==> src/rtl/core_pkg.sv <==
// Shared core definitions: datapath width, canonical NOP and fetch FSM states.
package core_pkg;

  localparam int unsigned XLEN = 32;

  // addi x0,x0,0; also used by IF/ID clear logic
  localparam logic [XLEN-1:0] NOP_INSTR = 32'h0000_0013;

  typedef enum logic {
    REQ  = 1'b0,
    WAIT = 1'b1
  } fetch_state_t;

endpackage

==> src/rtl/fetch_buffer.sv <==
// Single-entry instruction/PC output buffer between the fetch FSM and IF/ID.
module fetch_buffer #(
  parameter logic [31:0] NOP_INSTR = core_pkg::NOP_INSTR
) (
  input  logic        clk,
  input  logic        rst_n,
  input  logic        load_i,
  input  logic        flush_i,
  input  logic        stall_i,
  input  logic [31:0] instr_i,
  input  logic [31:0] pc_i,
  output logic [31:0] instr_o,
  output logic [31:0] pc_o,
  output logic [31:0] pcInc_o,
  output logic        valid_o,
  output logic        free_o
);

  logic        valid_q, valid_d;
  logic [31:0] instr_q, instr_d;
  logic [31:0] pc_q, pc_d;
  logic        consume;

  assign consume = valid_q & ~stall_i;
  assign free_o  = ~valid_q | consume;

  // Next buffer contents: flush beats load, load beats consume
  always_comb begin
    valid_d = valid_q;
    instr_d = instr_q;
    pc_d    = pc_q;
    if (flush_i) begin
      valid_d = 1'b0;
    end else if (load_i) begin
      valid_d = 1'b1;
      instr_d = instr_i;
      pc_d    = pc_i;
    end else if (consume) begin
      valid_d = 1'b0;
    end
  end

  // Buffer registers with synchronous active-low reset
  always_ff @(posedge clk) begin
    if (!rst_n) begin
      valid_q <= 1'b0;
      instr_q <= '0;
      pc_q    <= '0;
    end else begin
      valid_q <= valid_d;
      instr_q <= instr_d;
      pc_q    <= pc_d;
    end
  end

  // Present NOP and zero PCs whenever the buffer is empty
  always_comb begin
    instr_o = valid_q ? instr_q : NOP_INSTR;
    pc_o    = valid_q ? pc_q : '0;
    pcInc_o = valid_q ? (pc_q + 32'd4) : '0;
    valid_o = valid_q;
  end

endmodule

==> src/rtl/fetch_stage.sv <==
// Instruction-fetch stage: owns the PC, issues one outstanding imem request,
// and hands fetched instructions to IF/ID through fetch_buffer.
module fetch_stage #(
  parameter logic [31:0] RESET_PC  = 32'h0000_0000,
  parameter logic [31:0] NOP_INSTR = core_pkg::NOP_INSTR
) (
  input  logic        clk,
  input  logic        rst_n,
  input  logic        stall_i,
  input  logic        redirect_i,
  input  logic [31:0] redirect_pc_i,
  output logic        imem_req_valid_o,
  output logic [31:0] imem_req_addr_o,
  input  logic        imem_req_ready_i,
  input  logic        imem_rsp_valid_i,
  input  logic [31:0] imem_rsp_data_i,
  output logic [31:0] instr_o,
  output logic [31:0] pc_o,
  output logic [31:0] pcInc_o,
  output logic        instr_valid_o
);

  import core_pkg::*;

  fetch_state_t state_q, state_d;
  logic [31:0]  pc_q, pc_d;
  logic         discard_q, discard_d;
  logic         buf_free;
  logic         buf_load;
  logic         req_valid;

  // Next-state, PC and request logic; redirect dominates everything but reset
  always_comb begin
    state_d   = state_q;
    pc_d      = pc_q;
    discard_d = discard_q;
    buf_load  = 1'b0;
    req_valid = 1'b0;
    if (redirect_i) begin
      pc_d = {redirect_pc_i[31:2], 2'b00};
      if (state_q == WAIT) begin
        if (imem_rsp_valid_i) begin
          // in-flight response belongs to the old path and is consumed here
          discard_d = 1'b0;
          state_d   = REQ;
        end else begin
          discard_d = 1'b1;
        end
      end
    end else begin
      unique case (state_q)
        REQ: begin
          req_valid = buf_free;
          if (buf_free && imem_req_ready_i) state_d = WAIT;
        end
        WAIT: begin
          if (imem_rsp_valid_i) begin
            state_d = REQ;
            if (discard_q) begin
              discard_d = 1'b0;
            end else begin
              buf_load = 1'b1;
              pc_d     = pc_q + 32'd4;
            end
          end
        end
        default: state_d = REQ;
      endcase
    end
  end

  // FSM, PC and discard registers with synchronous active-low reset
  always_ff @(posedge clk) begin
    if (!rst_n) begin
      state_q   <= REQ;
      pc_q      <= RESET_PC;
      discard_q <= 1'b0;
    end else begin
      state_q   <= state_d;
      pc_q      <= pc_d;
      discard_q <= discard_d;
    end
  end

  assign imem_req_valid_o = req_valid;
  assign imem_req_addr_o  = pc_q;

  fetch_buffer #(
    .NOP_INSTR(NOP_INSTR)
  ) u_buffer (
    .clk     (clk),
    .rst_n   (rst_n),
    .load_i  (buf_load),
    .flush_i (redirect_i),
    .stall_i (stall_i),
    .instr_i (imem_rsp_data_i),
    .pc_i    (pc_q),
    .instr_o (instr_o),
    .pc_o    (pc_o),
    .pcInc_o (pcInc_o),
    .valid_o (instr_valid_o),
    .free_o  (buf_free)
  );

endmodule

==> config.mk <==
export PLATFORM = sky130hd
export DESIGN_NAME = fetch_stage
export DESIGN_NICKNAME = d
export VERILOG_FILES = /design/src/rtl/core_pkg.sv /design/src/rtl/fetch_buffer.sv /design/src/rtl/fetch_stage.sv
export SDC_FILE = /design/constraint.sdc
export NUM_CORES = 1
export LEC_CHECK = 0
export ABC_AREA = 1
export BUFFER_PORTS_ARGS = -buffer_cell sky130_fd_sc_hd__buf_2
export CAP_MARGIN = 20
export CORE_MARGIN = 3
export CORE_UTILIZATION = 46
export DETAILED_ROUTE_END_ITERATION = 8
export PLACE_DENSITY = 0.77
export SLEW_MARGIN = 30
export SYNTH_ARGS = -nofsm -noshare
export SYNTH_HDL_FRONTEND = slang
export SYNTH_SLANG_ARGS = --single-unit
==> constraint.sdc <==
create_clock -name clk -period 1.69 [get_ports clk]
set_clock_uncertainty 0.05 [all_clocks]
set_input_delay 0.2535 -clock clk [delete_from_list [all_inputs] [get_ports clk]]
set_output_delay 0.2535 -clock clk [all_outputs]
set_load 0.005 [all_outputs]
After elaboration in Yosys (flattened, before gate mapping). Cells that the tools add are included.

Reduce and logical (&&, ||, !) cells: 9. Add/subtract/negate cells: 2. Bitwise gates (word level): 8. Equal/unequal tests: 1. Multiplexer cells: 24.

Operators with widths (count): $mux W32 (7); $add A32 B3 Y32 const B (2); $mux W1 (16); $not A1 Y1 (6); $reduce_and A3 Y1 (2); $reduce_bool A2 Y1 (3); $reduce_and A2 Y1 (2); $ne A2 B2 Y1 const B (1); $pmux W1 S2 (1); $reduce_or A2 Y1 (1); $and A1 B1 Y1 (1); $logic_and A1 B1 Y1 (1); $or A1 B1 Y1 (1).

Word-level logic and storage cells: 51. Register bits: 99.

Depth between registers and ports, before layout.
Depth in word-level cells: 7. Depth in mapped cells: 11. Mapped depth without buffers: 10.

Cells and area by module. A second synthesis with hierarchy kept.

Cell total of the unflattened synthesis: 985. Area, all modules: 5918.2 sq um.

By module, submodules not included: fetch_buffer (area each 3613.5 sq um, cells each 613, instances 1); fetch_stage (area each 2304.7 sq um, cells each 372, instances 1).

Worst setup path after synthesis. No wires, ideal clock.

Kind: register -> output. From: register u_buffer.pc_q[2]. To: output port pcInc_o[20]. Path buffers: 0. Slack: -0.022 ns. Arrival time: 1.408 ns. Cell stages (with the launch flop): 10. Path through: dfxtp_1 -> ha_1 -> nand2_2 -> nor2_2 -> nand2_2 -> nor2_4 -> nand2_4 -> clkinv_4 -> nand2_4 -> a21oi_1.

Word-level cells in the longest chain between the ends: 2.

Ends and longest elaborated chain: from (decl) (RTL line fetch_buffer.sv:21) `logic [31:0] pc_q, pc_d;`; from (signal assigned) (RTL line fetch_buffer.sv:52) `pc_q <= pc_d;`; $add A32 B3 Y32 (RTL line fetch_buffer.sv:60) `pcInc_o = valid_q ? (pc_q + 32'd4) : '0;`; $mux W32 (RTL line fetch_buffer.sv:60); to (decl) (RTL line fetch_stage.sv:19) `output logic [31:0] pcInc_o,`.

Every way passes these cells.

Worst setup path after layout.
From: register u_buffer.pc_q[3]. To: output port pcInc_o[22].

Same word-level chain as after synthesis.

==> impl_results.rst <==
.. list-table::
   :header-rows: 1

   * - Metric
     - Value
   * - Max Buffers Root-to-Sink
     - 2
   * - Hold buffer count at cts
     - 0
   * - Vias per cell
     - 5.136
   * - Cell taking the most area after synthesis
     - dfxtp_1
   * - Leading cell types by count after synthesis
     - nand2_1 (238), nor2_1 (161), inv_1 (123)
   * - Most frequently used cell type in the post-synthesis netlist
     - nand2_1
   * - Class of the most critical hold timing path
     - input port to flip-flop
   * - Leakage power
     - 4.795 nW
   * - Number of clock sinks
     - 95
   * - Grt ovf
     - 0
   * - Maximum vdd drop
     - 0.5307 mV
   * - Initial Utilization
     - 47.93%
   * - Type of the worst setup path
     - flip-flop to output pin
   * - Non-filler cells, final
     - 1403
   * - Fin. Hold Viols
     - 0
   * - # H-tree levels
     - 3
   * - Clock Root Buffer
     - clkbuf_16
   * - CTS Buf Count
     - 9
   * - Critical path endpoint category
     - output pin
   * - Yosys cell types
     - 44
   * - I/O pin cnt
     - 200
   * - Fill cells
     - 1002
   * - Die boundary width
     - 118.8 µm
   * - Syn avg cell area
     - 6.129 µm²
   * - Switching power
     - 1.416 mW
   * - Violations in the final reports
     - negative setup slack
   * - Post-layout min period
     - 2.129 ns
   * - Setup repair after global routing missed its margin
     - yes
   * - Number of synthesized flops with an enable pin
     - 0
   * - Primary FF master, synth
     - dfxtp_1
   * - Placed instance count
     - 1352
   * - Switch share
     - 26.23%
   * - Antenna violations before repair
     - 0
   * - Pin count of the biggest net entering global routing
     - 53
   * - Synthesized instance count
     - 955
   * - Clock power frac
     - 41.5%
   * - Share of synthesized registers carrying an async set or reset
     - 0%
   * - Fmax
     - 469.6 MHz
   * - Number of input and output port buffers inserted
     - 191
   * - Die outline area
     - 14110 µm²
   * - Arr. time, crit path
     - 1.83 ns
   * - Register area share after synthesis
     - 32.49%
   * - Placeable core region
     - 12210 µm²
   * - Fraction of layout cells with a size suffix above 1
     - 40.08%
   * - Worst-case hold slack
     - 0.1003 ns
   * - Detailed router's first-iteration violation count
     - 706
   * - Max Cap Violations
     - 0
   * - Overall fraction of global-route tracks in use
     - 26.03%
   * - Cell types occupying the most area after synthesis
     - dfxtp_1 (32%), nand2_1 (15%), nor2_1 (10%), inv_1 (7.9%), o21ai_0 (5.2%)
   * - Cell Int Power
     - 3.983 mW
   * - Slew Viols, Final
     - 0
   * - Series of cell instances along the critical path
     - ha_4 > nand2_4 > nor2_4 > nand2_2 > nor2_4 > nand2_4 > clkinv_4 > nand2_4 > nor3_4 > a21oi_2 > buf_2
   * - Count of vias placed by the detailed router
     - 7206
   * - Area share of the largest cell type after synthesis
     - 32.49%
   * - Final worst-path cycle share
     - 126.0%
   * - Slowest CP cell
     - dfxtp_4
   * - YS warnings
     - 0
   * - Worst skew pair latency
     - 0.35 ns
   * - Antenna viol nets, final
     - 0
   * - Number of setup violations in the final report
     - 45
   * - Via count of the first global-routing pass
     - 6136
   * - Chip Height
     - 118.8 µm
   * - Flop pwr share
     - 45.4%
   * - Final core utilization
     - 72.17%
   * - Final estimated routing congestion in global placement
     - 0.9156
   * - Count of state elements after synthesis
     - 95
   * - Result of the run
     - complete, but fails checks
   * - Cell mode on critical path
     - nand2_4
   * - Power density of the placed cells
     - 612.6 nW/µm²
   * - Post-synthesis instance area
     - 5853 µm²
   * - Number of detailed-route iterations in the first pass
     - 6
   * - Met1 wire length
     - 9008 µm
   * - Remaining routing DRC violations
     - 0
   * - Number of antenna diodes
     - 0
   * - Crit path setup slack, layout
     - -0.4394 ns
   * - Worst setup slack after placement
     - -0.07577 ns
   * - Floorplan row count
     - 40
   * - Estimated wirelength of the detail-placed design
     - 13760 µm
   * - Metal3 WL
     - 1599 µm
   * - Met2 wirelength from detailed routing
     - 10020 µm
   * - Proportion of power drawn by combinational gates
     - 13.2%
   * - Critical path launch point type
     - flip-flop
   * - Global-route wire length before repair
     - 30260 µm
   * - CTS tree
     - yes
   * - Clock-pin slew reported for the worst setup and hold paths after clock tree synthesis
     - 0.07 ns
   * - Max stage delay on crit path
     - 0.37 ns
   * - WL/cell
     - 15.08 µm
   * - Critical-path maximum fanout
     - 5
   * - Critical Path RT
     - 1.39 ns
   * - Area growth from synthesis to layout
     - 50.58%
   * - Final Routed Wirelength
     - 21150 µm
   * - Top Layer Used
     - met4
   * - NumNets Final
     - 1303
-- state kept, by name (all words and copies together), names as in the netlist --
signal / count
discard_q: 1
u_buffer.pc_q: 30
state_q: 1
u_buffer.valid_o: 1
u_buffer.instr_q: 32
imem_req_addr_o: 30
-- stage by stage --
step	area, µm²	power (mW)	setup TNS, ns
2_1_floorplan	5886	2.806	0
3_3_place_gp	7495	3.104	-0.2273
3_5_place_dp	7495	3.115	-0.4521
4_1_cts	8035	5.320	-7.763
5_1_grt	8813	5.567	-12.44
6_report	8813	5.399	-9.168
-- layout by cell type, fill, tap and decap left out, types with 3 or more instances in the layout --
cell / instances
a21oi_2: 7
o21ai_0: 61
nand2_1: 206
nand4_1: 8
buf_2: 176
inv_2: 27
nand2_4: 22
nor2_2: 15
dfxtp_4: 9
a31oi_1: 9
nor2_4: 11
buf_6: 26
nor3_4: 7
nand3_1: 51
nor3_2: 7
a21oi_1: 48
inv_4: 4
buf_4: 93
clkinv_4: 4
nor3_1: 7
xor2_1: 7
o21ai_1: 5
dfxtp_2: 19
or2_4: 3
conb_1: 6
nor2_1: 148
a211oi_1: 7
nand2_2: 20
clkbuf_16: 14
inv_1: 101
nand3_2: 4
dfxtp_1: 67
buf_12: 7
-- cells by family after synthesis --
| family | after synthesis | synth area share [%] |
|---|---|---|
| AO/OA/AOI/OAI | 146 | 13.40 |
| buffers and inverters | 185 | 12.98 |
| other | 1 | 0.06407 |
| XOR/XNOR | 7 | 1.047 |
| AND/OR/NAND/NOR | 519 | 39.59 |
| adder cells (fa/ha/maj) | 2 | 0.4275 |
| flip-flops | 95 | 32.49 |
-- worst max-delay path, delay by kind of cell, from the launching register on --
| family | cells | cell delay [ns] |
|---|---|---|
| buffers and inverters | 2 | 0.21 |
| AND/OR/NAND/NOR | 7 | 0.69 |
| flip-flops | 1 | 0.37 |
| adder cells (fa/ha/maj) | 1 | 0.15 |
| AO/OA/AOI/OAI | 1 | 0.05 |
-- final cells by class --
cell class	instances	area [µm²]	area share [%]
Clock buffer	10	239.0	2.712
Clock inverter	5	82.58	0.9370
Inverter	135	530.5	6.019
Multi-Input combinational cell	680	3605	40.90
Sequential cell	95	1959	22.23
Tap cell	168	210.2	2.385
Timing Repair Buffer	309	2180	24.73
Timing Repair inverter	1	7.507	0.08518
-- power groups by stage --
stage | combinational [mW] | sequential, mW | clock [mW]
2_1_floorplan | 0.331 | 2.48 | 0
3_3_place_gp | 0.624 | 2.48 | 0
3_5_place_dp | 0.632 | 2.48 | 0
4_1_cts | 0.651 | 2.43 | 2.24
5_1_grt | 0.789 | 2.46 | 2.32
6_report | 0.712 | 2.45 | 2.24
-- final timing paths --
| check | end | start | slack [ns] | cells past startpoint |
|---|---|---|---|---|
| worst max-delay path | pcInc_o[22] | u_buffer.pc_q[3]$_SDFFE_PN0P_ | -0.44 | 11 |
| worst min-delay path | u_buffer.instr_q[8]$_SDFFE_PN0P_ | imem_rsp_data_i[8] | 0.10 | 3 |
| worst max register to register | imem_req_addr_o[27]$_SDFFE_PN0P_ | imem_req_addr_o[2]$_SDFFE_PN0P_ | 0.09 | 10 |
| worst min register to register | u_buffer.instr_q[15]$_SDFFE_PN0P_ | u_buffer.instr_q[15]$_SDFFE_PN0P_ | 0.44 | 2 |
-- routing by layer --
metal,global-route usage (%),up-vias
li1,-,3552
met1,35.52,3293
met2,42.45,314
met3,4.067,47
met4,7.676,0
met5,0,-
-- repair_timing --
item	4_1_cts	5_1_grt
endpoints found under the setup margin	52	90
cloned	2	6
buffers inserted	5	24
gates resized for setup	45	146
pin swaps	18	44
No activity file was read; power rests on OpenSTA's default activity.
